===== src/rtl/timer_pkg.sv =====
// Shared types and reset constants for the programmable timer controller.
package timer_pkg;

   typedef enum logic [2:0] {
      OP_NOP            = 3'b000,
      OP_LOAD_PERIOD    = 3'b001,
      OP_LOAD_PRESCALE  = 3'b010,
      OP_START_ONESHOT  = 3'b011,
      OP_START_PERIODIC = 3'b100,
      OP_STOP           = 3'b101,
      OP_CLEAR          = 3'b110,
      OP_RSVD           = 3'b111
   } cmd_op_e;

   typedef enum logic [1:0] {
      S_IDLE = 2'd0,
      S_ARM  = 2'd1,
      S_RUN  = 2'd2,
      S_DONE = 2'd3
   } state_e;

   typedef enum logic {
      MODE_ONESHOT  = 1'b0,
      MODE_PERIODIC = 1'b1
   } mode_e;

   localparam int PERIOD_RST   = 8'hFF;
   localparam int PRESCALE_RST = 0;

endpackage


===== src/rtl/timer_ctrl_if.sv =====
// Single-cycle command bus into the timer controller.
interface timer_ctrl_if #(parameter int WIDTH = 8);

   logic             cmd_valid;
   logic             cmd_ready;
   logic [2:0]       cmd_op;
   logic [WIDTH-1:0] cmd_data;

   modport master (output cmd_valid, output cmd_op, output cmd_data, input cmd_ready);
   modport slave  (input cmd_valid, input cmd_op, input cmd_data, output cmd_ready);

endinterface


===== src/rtl/timer_prescaler.sv =====
// Clock-enable divider: ticks when the running count equals div, then wraps to 0.
module timer_prescaler #(
   parameter int PRESCALE_W = 4
) (
   input  logic                  clk,
   input  logic                  rst_n,
   input  logic                  clr,
   input  logic                  en,
   input  logic [PRESCALE_W-1:0] div,
   output logic                  tick
);

   logic [PRESCALE_W-1:0] cnt_q;

   assign tick = en && (cnt_q == div);

   // A count already above a freshly lowered div runs on to the natural wrap.
   always_ff @(posedge clk or negedge rst_n) begin
      if (!rst_n)   cnt_q <= '0;
      else if (clr) cnt_q <= '0;
      else if (en)  cnt_q <= tick ? '0 : cnt_q + PRESCALE_W'(1);
   end

endmodule


===== src/rtl/timer_ctrl.sv =====
// Gated programmable up-counter with one-shot/periodic match sequencing.
//
// state  | meaning
// IDLE   | stopped, count held, commands accepted
// ARM    | one-cycle restart: zero count and prescaler, commands refused
// RUN    | counting on prescaler ticks, compare against period
// DONE   | one-shot completed, count held at period, done high
module timer_ctrl
   import timer_pkg::*;
#(
   parameter int WIDTH      = 8,
   parameter int PRESCALE_W = 4
) (
   input  logic             clk,
   input  logic             rst_n,
   timer_ctrl_if.slave      bus,
   output logic [WIDTH-1:0] count,
   output logic             running,
   output logic             match_pulse,
   output logic             done
);

   state_e                state_q, state_d;
   mode_e                 mode_q, mode_d;
   logic [WIDTH-1:0]      period_q, period_d;
   logic [PRESCALE_W-1:0] prescale_q, prescale_d;
   logic [WIDTH-1:0]      count_q, count_d;
   logic                  done_q, done_d;
   logic                  pulse_q, pulse_d;
   logic                  psc_clr, tick;
   logic                  accept, is_start;
   cmd_op_e               op;
   mode_e                 start_mode;

   assign op         = cmd_op_e'(bus.cmd_op);
   assign accept     = bus.cmd_valid && bus.cmd_ready;
   assign is_start   = accept && (op == OP_START_ONESHOT || op == OP_START_PERIODIC);
   assign start_mode = (op == OP_START_PERIODIC) ? MODE_PERIODIC : MODE_ONESHOT;

   timer_prescaler #(.PRESCALE_W(PRESCALE_W)) u_prescaler (
      .clk   (clk),
      .rst_n (rst_n),
      .clr   (psc_clr),
      .en    (state_q == S_RUN),
      .div   (prescale_q),
      .tick  (tick)
   );

   always_ff @(posedge clk or negedge rst_n) begin
      if (!rst_n) begin
         state_q    <= S_IDLE;
         mode_q     <= MODE_ONESHOT;
         period_q   <= WIDTH'(PERIOD_RST);
         prescale_q <= PRESCALE_W'(PRESCALE_RST);
         count_q    <= '0;
         done_q     <= 1'b0;
         pulse_q    <= 1'b0;
      end else begin
         state_q    <= state_d;
         mode_q     <= mode_d;
         period_q   <= period_d;
         prescale_q <= prescale_d;
         count_q    <= count_d;
         done_q     <= done_d;
         pulse_q    <= pulse_d;
      end
   end

   always_comb begin
      state_d    = state_q;
      mode_d     = mode_q;
      period_d   = period_q;
      prescale_d = prescale_q;
      count_d    = count_q;
      done_d     = done_q;
      pulse_d    = 1'b0;
      psc_clr    = 1'b0;

      if (accept && op == OP_LOAD_PERIOD)   period_d   = bus.cmd_data;
      if (accept && op == OP_LOAD_PRESCALE) prescale_d = bus.cmd_data[PRESCALE_W-1:0];

      case (state_q)
         S_IDLE: begin
            if (is_start) begin
               state_d = S_ARM;
               mode_d  = start_mode;
               done_d  = 1'b0;
            end else if (accept && op == OP_CLEAR) begin
               count_d = '0;
               done_d  = 1'b0;
            end
         end
         S_ARM: begin
            count_d = '0;
            psc_clr = 1'b1;
            state_d = S_RUN;
         end
         S_RUN: begin
            if (tick) begin
               if (count_q == period_q) begin
                  pulse_d = 1'b1;
                  if (mode_q == MODE_PERIODIC) begin
                     count_d = '0;
                  end else begin
                     done_d  = 1'b1;
                     state_d = S_DONE;
                  end
               end else begin
                  count_d = count_q + WIDTH'(1);
               end
            end
            // Commands come after the tick so STOP/CLEAR override its state and count.
            if (is_start) begin
               state_d = S_ARM;
               mode_d  = start_mode;
               done_d  = 1'b0;
            end else if (accept && op == OP_STOP) begin
               state_d = S_IDLE;
               psc_clr = 1'b1;
            end else if (accept && op == OP_CLEAR) begin
               count_d = '0;
               done_d  = 1'b0;
            end
         end
         S_DONE: begin
            if (is_start) begin
               state_d = S_ARM;
               mode_d  = start_mode;
               done_d  = 1'b0;
            end else if (accept && op == OP_STOP) begin
               state_d = S_IDLE;
            end else if (accept && op == OP_CLEAR) begin
               state_d = S_IDLE;
               count_d = '0;
               done_d  = 1'b0;
            end
         end
         default: state_d = S_IDLE;
      endcase
   end

   assign bus.cmd_ready = (state_q != S_ARM);
   assign running       = (state_q == S_ARM) || (state_q == S_RUN);
   assign count         = count_q;
   assign match_pulse   = pulse_q;
   assign done          = done_q;

endmodule


===== src/flat_wrapper.sv =====
// flat-port wrapper written by rule: the top's interface ports become plain ports
module timer_ctrl_flat import timer_pkg::*;
#(
   parameter int WIDTH      = 8,
   parameter int PRESCALE_W = 4
)
  (clk, rst_n, count, running, match_pulse, done, bus_cmd_valid, bus_cmd_op, bus_cmd_data, bus_cmd_ready);
  timer_ctrl_if #(.WIDTH(WIDTH)) bus_i ();
  input  logic clk;
  input  logic rst_n;
  output logic [WIDTH-1:0] count;
  output logic running;
  output logic match_pulse;
  output logic done;
  input wire logic [$bits(bus_i.cmd_valid)-1:0] bus_cmd_valid;
  input wire logic [$bits(bus_i.cmd_op)-1:0] bus_cmd_op;
  input wire logic [$bits(bus_i.cmd_data)-1:0] bus_cmd_data;
  output wire logic [$bits(bus_i.cmd_ready)-1:0] bus_cmd_ready;
  assign bus_i.cmd_valid = bus_cmd_valid;
  assign bus_i.cmd_op = bus_cmd_op;
  assign bus_i.cmd_data = bus_cmd_data;
  assign bus_cmd_ready = bus_i.cmd_ready;
  timer_ctrl #(.WIDTH(WIDTH), .PRESCALE_W(PRESCALE_W)) u_core (.clk(clk), .rst_n(rst_n), .bus(bus_i), .count(count), .running(running), .match_pulse(match_pulse), .done(done));
endmodule

===== config.mk =====
export PLATFORM = sky130hd
export DESIGN_NAME = timer_ctrl_flat
export DESIGN_NICKNAME = d
export VERILOG_FILES = /design/src/rtl/timer_pkg.sv /design/src/rtl/timer_ctrl_if.sv /design/src/rtl/timer_prescaler.sv /design/src/rtl/timer_ctrl.sv /design/src/flat_wrapper.sv
export SDC_FILE = /design/constraint.sdc
export NUM_CORES = 1
export LEC_CHECK = 0
export CAP_MARGIN = 10
export CELL_PAD_IN_SITES_DETAIL_PLACEMENT = 1
export CELL_PAD_IN_SITES_GLOBAL_PLACEMENT = 1
export CORE_MARGIN = 8
export CORE_UTILIZATION = 42
export DETAILED_ROUTE_END_ITERATION = 10
export MAX_ROUTING_LAYER = met4
export PLACE_DENSITY_LB_ADDON = 0.1
export SETUP_SLACK_MARGIN = 0.1
export SKIP_LAST_GASP = 1
export SYNTH_ARGS = -nofsm -noshare
export SYNTH_HDL_FRONTEND = slang
export SYNTH_SLANG_ARGS = --single-unit
export TNS_END_PERCENT = 20

===== constraint.sdc =====
create_clock -name clk -period 2.3 [get_ports clk]
set_input_delay 0.46 -clock clk [delete_from_list [all_inputs] [get_ports clk]]
set_output_delay 0.46 -clock clk [all_outputs]
set_load 0.02 [all_outputs]

==> impl_metrics.py <==
metrics = {
    "layout": {
        "num-nets-final": 238,
        "layout-drive-gt1-share": 0.2294,
        "stdcell_area_um2": 2307,
        "n_antenna_cell": 0,
        "fill_cells": 480,
        "syn_to_final_growth_pct": 27.52,
        "final_util": 0.5411,
    },
    "grt": {
        "grt_use_total": 0.1689,
        "grt_max_degree": 30,
        "grt_pass1_wl_um": 8487,
        "grt_pass1_vias": 1708,
        "antenna_found_initial": 0,
        "overflow": 0,
    },
    "power_and_ir_drop": {
        "cellPowerDensity_nw_per_um2": 1285,
        "ir_drop_v": 0.0005464,
        "leakage_nw": 0.9533,
    },
    "synth": {
        "ys.flop_type": "dfrtp_1",
        "yosys_warnings": 0,
        "ys_seq_area_frac": 0.4066,
        "syn_nets": 203,
        "synth_top_area_frac": 0.2905,
        "avgSynthCellArea_um2": 9.941,
        "synth_area_um2": 1809,
        "synth_area_leaders": "dfrtp_1 (29%), dfstp_2 (12%), mux2_2 (8.1%)",
        "ys_types": 43,
        "ys_seq_elements": 29,
        "yosys.area.top_type": "dfrtp_1",
        "synthCells": 182,
        "synth_edf_count": 0,
        "async_flop_share": 1.000,
    },
    "outcome": {
        "outcome": "finished, final reports clean",
    },
    "cts": {
        "htreeDepth": 2,
        "cts_setup_buffers": 0,
        "clkSlewWorstSetupHoldPaths_ns": 0.07,
        "cts_sinks": 29,
        "cts-root-buf": "clkbuf_8",
        "cts_made_buffers": 5,
        "clock_latency_ns": 0.29,
        "ctsLongestPathBuffers": 2,
        "cts_tree": "yes",
    },
    "route": {
        "dr.pass1.iters": 4,
        "postRouteAntennaNets": 0,
        "wl_met2_um": 2709,
        "viasPerCell": 5.833,
        "met3_length_um": 220,
        "wl_met1_um": 2044,
        "wirelength_um": 5061,
        "drtIter0Drc": 149,
        "vias": 1575,
        "top_layer": "met4",
        "wire_per_inst_um": 18.74,
        "remaining_drc_errors": 0,
    },
    "sta": {
        "fin_crit_ns": 2.145,
        "finalCritPeriodShare": 0.9328,
        "fin_hold_ws_ns": 0.5451,
        "fin_worst_skew_ns": 0.008157,
        "max_freq_mhz": 466.1,
        "maxSlewHeadroom": 0.5973,
        "slew_viol_final": 0,
        "tightest_slew_ns": 0.5978,
        "rsz0062_at_grt": "yes",
        "report.final.hold_viol_count": 0,
        "setup_viol": 0,
    },
    "setup_path": {
        "worst_ep_required_time_ns": 2.49,
        "cp-end-kind": "register",
        "worstPathArrival_ns": 2.33,
        "slowest_stage": "clkdlybuf4s50_1",
        "ff2ff_setup_slack_ns": 0.21,
        "path_max_fanout": 8,
        "startpoint_type": "input port",
        "crit_path_cell_trace": "clkdlybuf4s50_1 > and3b_1 > o221ai_1 > and2_1 > nand4_1 > a31oi_1",
        "critical_path_class": "input port to register",
        "crit_path_max_incr_delay_ns": 0.55,
    },
    "placed_design": {
        "portBuffers": 25,
        "dpl_cell_area_um2": 2157,
        "hpwlAfterDp_um": 3757,
        "place.gp.congestion": 0.8277,
    },
    "flow_run": {
        "drv_cap": 0,
    },
    "floorplan": {
        "num_io_pins": 26,
        "row_count": 24,
        "die_h_um": 81.64,
        "start_util": 0.4243,
        "fp.dieW_um": 81.64,
        "core_area_um2": 4264,
        "die-area_um2": 6664,
    },
    "hold_path": {
        "hold_class": "register to register",
    },
}
==> layer usage <==
layer	GRT usage	up-vias
met5	-	-
met1	0.1859	780
li1	-	747
met2	0.2959	37
met4	0.05439	0
met3	0.03720	11
==> through the flow <==
stage                     TNS, ns  total power (W)  worst slack, ns  cells
final                           0         0.002964           0.1546    270
after global routing            0         0.003170          0.07011    270
after CTS                       0         0.002990          0.08199    270
after detailed placement  -0.4759         0.002334          -0.1003    262
after global placement          0         0.002240          0.04145    262
after floorplan                 0         0.001828           0.1978    182
==> cell usage in the layout (no fill, tap or decap), types with 2 or more instances in the layout <==
cell type / n
nand2_1: 10
nor2b_1: 2
xor2_1: 8
nor3_2: 2
and3_1: 2
dfstp_2: 8
a21o_1: 2
o21ai_0: 4
nand4_1: 7
o22ai_1: 2
nor3b_1: 2
bufinv_16: 2
xnor2_1: 4
nor3_1: 4
nand3b_1: 2
buf_4: 12
nor4_1: 3
clkdlybuf4s50_1: 23
clkbuf_8: 5
and3b_1: 3
o31ai_1: 7
ha_1: 6
dfrtp_1: 21
a21oi_1: 9
inv_1: 8
mux2_2: 13
o211ai_1: 3
nand3_1: 10
nor2_1: 6
a31oi_1: 9
==> cell type report <==
cell class                      instances  area, um^2  share of cell area
Clock buffer                            5       68.82             0.02983
Clock inverter                          3       65.06             0.02820
Inverter                                8       30.03             0.01302
Multi-Input combinational cell        136        1001              0.4338
Sequential cell                        29       735.7              0.3189
Tap cell                               52       65.06             0.02820
Timing Repair Buffer                   37       341.6              0.1480
==> timing repair <==
item	4_1_cts	5_1_grt
resized for setup	3	3
hold buffers	0	0
setup endpoints to repair	3	11
==> sequential cells by signal, summed over array words and instances, names as in the netlist <==
signal	cells
u_core.count	8
u_core.done	1
u_core.match_pulse	1
u_core.mode_q	1
u_core.period_q	8
u_core.prescale_q	4
u_core.state_q	2
u_core.u_prescaler.cnt_q	4
==> Yosys cell counts (2+ instances only) <==
master	instances
nor3_2	2
ha_1	7
buf_6	2
mux2_2	13
o31ai_1	8
o21ai_0	4
inv_1	8
nor3_1	4
dfstp_2	8
o211ai_1	3
clkbuf_1	2
buf_2	4
xnor2_1	4
nand2_1	10
a21o_1	2
nand3b_1	2
nor2_1	7
o22ai_1	2
dfrtp_1	21
nor2b_1	2
nor4_1	3
nand3_1	10
xor2_1	8
and3b_1	3
a31oi_1	9
a21oi_1	9
nor3b_1	2
and3_1	2
nand4_1	7
==> final timing paths <==
kind                                   endpoint  cells past startpoint               from
max                             u_core.count[3]                      6      bus_cmd_op[2]
min                               u_core.mode_q                      2      u_core.mode_q
max reg2reg                     u_core.count[3]                      8  u_core.state_q[1]
min reg2reg                       u_core.mode_q                      2      u_core.mode_q
max in group asynchronous    u_core.period_q[1]                      2              rst_n
min in group asynchronous  u_core.prescale_q[1]                      2              rst_n
==> report_power, final <==
group | internal, W | switching [W]
sequential | 0.000766 | 0.000218
combinational | 0.000619 | 0.000717
clock | 0.000430 | 0.000214
total | 0.00182 | 0.00115
==> worst max-delay path, delay by kind of cell <==
kind	cells	cell delay (ns)
AND/OR/NAND/NOR	3	0.76
buffers and inverters	1	0.55
AO/OA/AOI/OAI	2	0.57
==> cells by family (layout without fill, tap and decap cells) <==
| group | Yosys count | count (layout) | synth area share |
|---|---|---|---|
| and+or+nand+nor | 60 | 60 | 0.1937 |
| adders and majority gates | 8 | 8 | 0.05394 |
| DFF | 29 | 29 | 0.4066 |
| muxes | 13 | 13 | 0.08091 |
| AOI/OAI and AO/OA | 43 | 43 | 0.1584 |
| xor gates and xnor gates | 12 | 12 | 0.05809 |
| buffers and inverters | 17 | 53 | 0.04841 |
Note: power is estimated with default switching activity, not from simulation.
